===== src/rtl/truth_table_pkg.sv =====
// rtl/truth_table_pkg.sv - shared state encoding and sizing for the truth-table sequencer
package truth_table_pkg;

  typedef enum logic [1:0] {
    IDLE  = 2'd0,
    DRIVE = 2'd1,
    DONE  = 2'd2
  } state_e;

  localparam int N_IN_DEFAULT  = 3;
  localparam int DWELL_DEFAULT = 50;

  // Number of input combinations swept for a function of n inputs.
  function automatic int nvec(input int n);
    return 1 << n;
  endfunction

endpackage


===== src/rtl/truth_table_sequencer_dwell_timer.sv =====
// rtl/truth_table_sequencer_dwell_timer.sv - per-vector hold counter, ticks on the last dwell cycle
module dwell_timer #(
  parameter int DWELL = 50
) (
  input  logic clk,
  input  logic rst,
  input  logic clear,
  input  logic enable,
  output logic tick
);

  // DWELL=1 would give a zero-width counter; keep one bit that simply stays at zero.
  localparam int CW = (DWELL > 1) ? $clog2(DWELL) : 1;
  localparam logic [CW-1:0] LAST = CW'(DWELL - 1);

  logic [CW-1:0] cnt_q, cnt_d;

  assign tick = enable && (cnt_q == LAST);

  // Count 0..DWELL-1 while enabled, wrapping on the tick; clear restarts a sweep.
  always_comb begin
    cnt_d = cnt_q;
    if (clear) begin
      cnt_d = '0;
    end else if (enable) begin
      cnt_d = tick ? '0 : cnt_q + CW'(1);
    end
  end

  // Counter register.
  always_ff @(posedge clk or posedge rst) begin
    if (rst) begin
      cnt_q <= '0;
    end else begin
      cnt_q <= cnt_d;
    end
  end

endmodule


===== src/rtl/truth_table_sequencer.sv =====
// rtl/truth_table_sequencer.sv - sweeps all input vectors, captures F and checks Fn complement
module truth_table_sequencer
  import truth_table_pkg::*;
#(
  parameter  int N_IN  = N_IN_DEFAULT,
  parameter  int DWELL = DWELL_DEFAULT,
  localparam int NVEC  = nvec(N_IN)
) (
  input  logic            clk,
  input  logic            rst,
  input  logic            start,
  input  logic            abort,
  input  logic            f_in,
  input  logic            fn_in,
  output logic [N_IN-1:0] vec,
  output logic            busy,
  output logic            done,
  output logic [NVEC-1:0] result,
  output logic            err,
  output logic [N_IN:0]   err_count
);

  localparam logic [N_IN-1:0] LAST_VEC = N_IN'(NVEC - 1);

  state_e          state_q, state_d;
  logic [N_IN-1:0] vec_q, vec_d;
  logic [NVEC-1:0] result_q, result_d;
  logic            err_q, err_d;
  logic [N_IN:0]   errc_q, errc_d;
  logic            busy_q, busy_d;
  logic            done_q, done_d;
  logic            tmr_clear;
  logic            tmr_tick;

  dwell_timer #(.DWELL(DWELL)) u_dwell_timer (
    .clk    (clk),
    .rst    (rst),
    .clear  (tmr_clear),
    .enable (state_q == DRIVE),
    .tick   (tmr_tick)
  );

  assign vec       = vec_q;
  assign busy      = busy_q;
  assign done      = done_q;
  assign result    = result_q;
  assign err       = err_q;
  assign err_count = errc_q;

  // Next-state logic: accept start in IDLE, sample at each dwell end, abort wins over completion.
  always_comb begin
    state_d   = state_q;
    vec_d     = vec_q;
    result_d  = result_q;
    err_d     = err_q;
    errc_d    = errc_q;
    busy_d    = 1'b0;
    done_d    = 1'b0;
    tmr_clear = 1'b0;
    case (state_q)
      IDLE: begin
        if (start) begin
          state_d   = DRIVE;
          vec_d     = '0;
          result_d  = '0;
          err_d     = 1'b0;
          errc_d    = '0;
          busy_d    = 1'b1;
          tmr_clear = 1'b1;
        end
      end
      DRIVE: begin
        busy_d = 1'b1;
        if (tmr_tick) begin
          result_d[vec_q] = f_in;
          if (fn_in == f_in) begin
            err_d  = 1'b1;
            errc_d = errc_q + 1'b1;
          end
        end
        if (abort) begin
          // Partial results are kept and vec holds where it was.
          state_d = IDLE;
          busy_d  = 1'b0;
        end else if (tmr_tick) begin
          if (vec_q == LAST_VEC) begin
            state_d = DONE;
            busy_d  = 1'b0;
            done_d  = 1'b1;
          end else begin
            vec_d = vec_q + 1'b1;
          end
        end
      end
      DONE: begin
        state_d = IDLE;
      end
      default: begin
        state_d = IDLE;
      end
    endcase
  end

  // State and output registers.
  always_ff @(posedge clk or posedge rst) begin
    if (rst) begin
      state_q  <= IDLE;
      vec_q    <= '0;
      result_q <= '0;
      err_q    <= 1'b0;
      errc_q   <= '0;
      busy_q   <= 1'b0;
      done_q   <= 1'b0;
    end else begin
      state_q  <= state_d;
      vec_q    <= vec_d;
      result_q <= result_d;
      err_q    <= err_d;
      errc_q   <= errc_d;
      busy_q   <= busy_d;
      done_q   <= done_d;
    end
  end

endmodule


===== config.mk =====
export PLATFORM = sky130hd
export DESIGN_NAME = truth_table_sequencer
export DESIGN_NICKNAME = d
export VERILOG_FILES = /design/src/rtl/truth_table_pkg.sv /design/src/rtl/truth_table_sequencer_dwell_timer.sv /design/src/rtl/truth_table_sequencer.sv
export SDC_FILE = /design/constraint.sdc
export NUM_CORES = 1
export LEC_CHECK = 0
export CAP_MARGIN = 20
export CORE_UTILIZATION = 30
export CTS_BUF_LIST = sky130_fd_sc_hd__clkbuf_4 sky130_fd_sc_hd__clkbuf_8
export CTS_CLUSTER_DIAMETER = 100
export DETAILED_ROUTE_END_ITERATION = 6
export DONT_BUFFER_PORTS = 1
export GPL_ROUTABILITY_DRIVEN = 0
export HOLD_SLACK_MARGIN = 0.03
export SLEW_MARGIN = 30
export SYNTH_ARGS = -nofsm -noshare
export SYNTH_HDL_FRONTEND = slang
export SYNTH_SLANG_ARGS = --single-unit

===== constraint.sdc =====
create_clock -name clk -period 3.9 [get_ports clk]
set_input_delay 0.78 -clock clk [delete_from_list [all_inputs] [get_ports clk]]
set_output_delay 0.78 -clock clk [all_outputs]
set_load 0.1 [all_outputs]

==> impl_metrics.csv <==
group,metric,value,unit
synth,yosysWarnings,0,
drt,dr.pass1.iters,4,
drt,antenna_left,0,
global_route,antenna_found_initial,0,
placement,placement.cell_area,1426,sq um
placement,portBuffers,0,
global_route,overflow,0,
layout,diodes,0,
clock_tree,ctsResizeCount,0,
die,die_height,69.92,microns
synth,async_flop_share,100.0,%
synth,yosysSeqAreaShare,47.02,%
clock_tree,clk_pin_slew,0.08,ns
sta,slew_viol_final,0,
drt,wl_met2,1380,microns
die,die-area,4888,sq um
sta,rsz0062_at_grt,"no",
clock_tree,clock_latency,0.26,ns
sta,fin_setup_tns,0,ns
global_route,grt_pass1_wl,4885,microns
layout,drive_gt1_share,13.33,%
die,num_rows,24,
worst_setup_path,rrSetupSlack,1.96,ns
global_route,grt_max_degree,27,
sta,tightestPinTransition,0.9767,ns
power_and_ir_drop,p_leak,0.0006946,uW
drt,vias,997,
run_status,run_status,"completed",
global_route,grt_use_total,12.56,%
synth,synth-seq-cells,26,
worst_setup_path,worstSetupStartpointType,"register",
clock_tree,post-cts-setup-buffers,0,
power_and_ir_drop,ir_drop,257.5,uV
power_and_ir_drop,power.density,607.3,nW/um^2
die,core_area,4384,sq um
synth,post-synth-top-count-cell,"dfrtp_1",
synth,yosysTopAreaCellShare,47.02,%
drt,wl_met3,161,microns
synth,netlist_instances,136,
synth,synth_common_cells,"dfrtp_1, nand3_1, a21o_1, nand2_1, nor2_1",
drt,drt_iter0_markers,32,
clock_tree,cts_max_path_buffers,2,
synth,synth_edf_count,0,
clock_tree,clkSinkCount,26,
drt,wl_per_cell,14.99,microns
worst_setup_path,crit_type,"register to primary output",
sta,slew_headroom,34.89,%
worst_setup_path,r2r_end,"vec[0]",
worst_setup_path,path_depth,0,
drt,wirelength,2804,microns
worst_setup_path,critPathCaptureType,"primary output",
clock_tree,cts-root-buf,"clkbuf_8",
layout,fin_util,33.79,%
clock_tree,tritoncts,"built",
drt,vias_per_cell,5.332,
layout,fillerInstances,448,
sta,skew,0.002537,ns
die,initial_core_util,31.56,%
drt,drc,0,
die,die_w,69.92,microns
placement,place_hpwl,2072,microns
run,maxCapViolCount,0,
layout,stdcell_area,1481,sq um
min_path,hp-class,"primary input to asynchronous set/reset pin",
synth,synthDistinctLibCells,35,
placement,dpl_worst_slack,1.963,ns
die,ios,24,
layout,syn_to_final_growth,7.052,%
sta,fmax,0.4900,GHz
synth,syn_avg_cell_area,10.18,sq um
worst_setup_path,crit_arrival,1.26,ns
sta,hold_viol,0,
clock_tree,cts-hold-fix-buffers,0,
sta,setup_viol,0,
drt,highest_layer,"met4",
sta,layout_worst_path_cycle_share,52.33,%
clock_tree,cts.htree.levels,1,
worst_setup_path,crit_path_max_fanout,5,
sta,finalCriticalPeriod,2.041,ns
synth,ys.flop_type,"dfrtp_1",
synth,synth_top_cell_by_area,"dfrtp_1",
global_route,grt_pass1_vias,1037,
synth,syn_nets,147,
worst_setup_path,r2r.worst_path.cells,6,
worst_setup_path,reg2reg_from,"vec[0]",
sta,fin_ws,1.859,ns
worst_setup_path,required,3.12,ns
drt,met1_length,1251,microns
synth,synth_area_leaders,"dfrtp_1, a21o_1, ha_1",
clock_tree,cts_buffers,3,
layout,final_nets,147,
synth,syn_area,1384,sq um
[kinds of logic after synthesis]
family	share of synthesized area, %
and+or+nand+nor	20.62
adders and majority gates	4.521
AOI/OAI and AO/OA	17.00
xor gates and xnor gates	3.164
muxes	2.984
DFF	47.02
buffers and inverters	4.702
[placed cells by master, fill, tap and decap left out, drive strengths merged, types with 2 or more instances in the layout]
cell type,synthesis,routed
o211ai,4,4
dfrtp,26,26
o21ai,6,6
nor2,8,8
nor3b,4,4
xor2,4,4
ha,5,5
nand3b,4,4
a21oi,4,4
nand4,7,7
mux2i,3,3
nand3,11,11
clkbuf,2,4
or3b,2,2
a21o,11,11
inv,5,5
nand2,10,10
buf,6,3
[final cells by class]
cell class / instances / area [sq um] / share of cell area (%)
Inverter: 5 / 18.77 / 1.267
Sequential cell: 26 / 651.9 / 44.00
Clock buffer: 4 / 55.05 / 3.716
Timing Repair Buffer: 3 / 22.52 / 1.520
Multi-Input combinational cell: 97 / 668.1 / 45.10
Tap cell: 52 / 65.06 / 4.392
[layer usage]
| metal | global-route usage [%] | vias to the layer above |
|---|---|---|
| met1 | 15.46 | 480 |
| met2 | 21.05 | 27 |
| li1 | - | 488 |
| met5 | 0 | - |
| met4 | 2.667 | 0 |
| met3 | 4.618 | 2 |
[stage by stage]
stage	hold slack [ns]	total power, uW	cells
6_report	0.4332	899.7	187
5_1_grt	0.4713	948.0	187
4_1_cts	0.5546	913.9	187
3_5_place_dp	0.5419	739.2	183
3_3_place_gp	0.5172	726.7	183
2_1_floorplan	0.4966	705.3	136
[how the worst max path moves through the flow]
| stage | slack, ns | end | startpoint |
|---|---|---|---|
| floorplan | 1.76 | result[1] | vec[0] |
| global placement | 1.70 | vec[0] | vec[0] |
| detailed placement | 1.96 | vec[2] | vec[0] |
| CTS | 1.84 | err_count[2] | err_count[2] |
| global route | 1.82 | err_count[2] | err_count[2] |
| finish | 1.86 | err_count[2] | err_count[2] |
[state kept, by name (all words and copies together), names as in the netlist]
signal and cells:
result 8, u_dwell_timer.cnt_q 6, err_count 4, vec 3
state_q 2, busy 1, done 1, err 1
[where the power goes]
group	switching, uW	internal (uW)	total [uW]
Clock	80.1	90.1	170
Combinational	62.7	56.6	119
Sequential	298	312	610
Total	441	459	900
No activity file was read; power rests on OpenSTA's default activity.
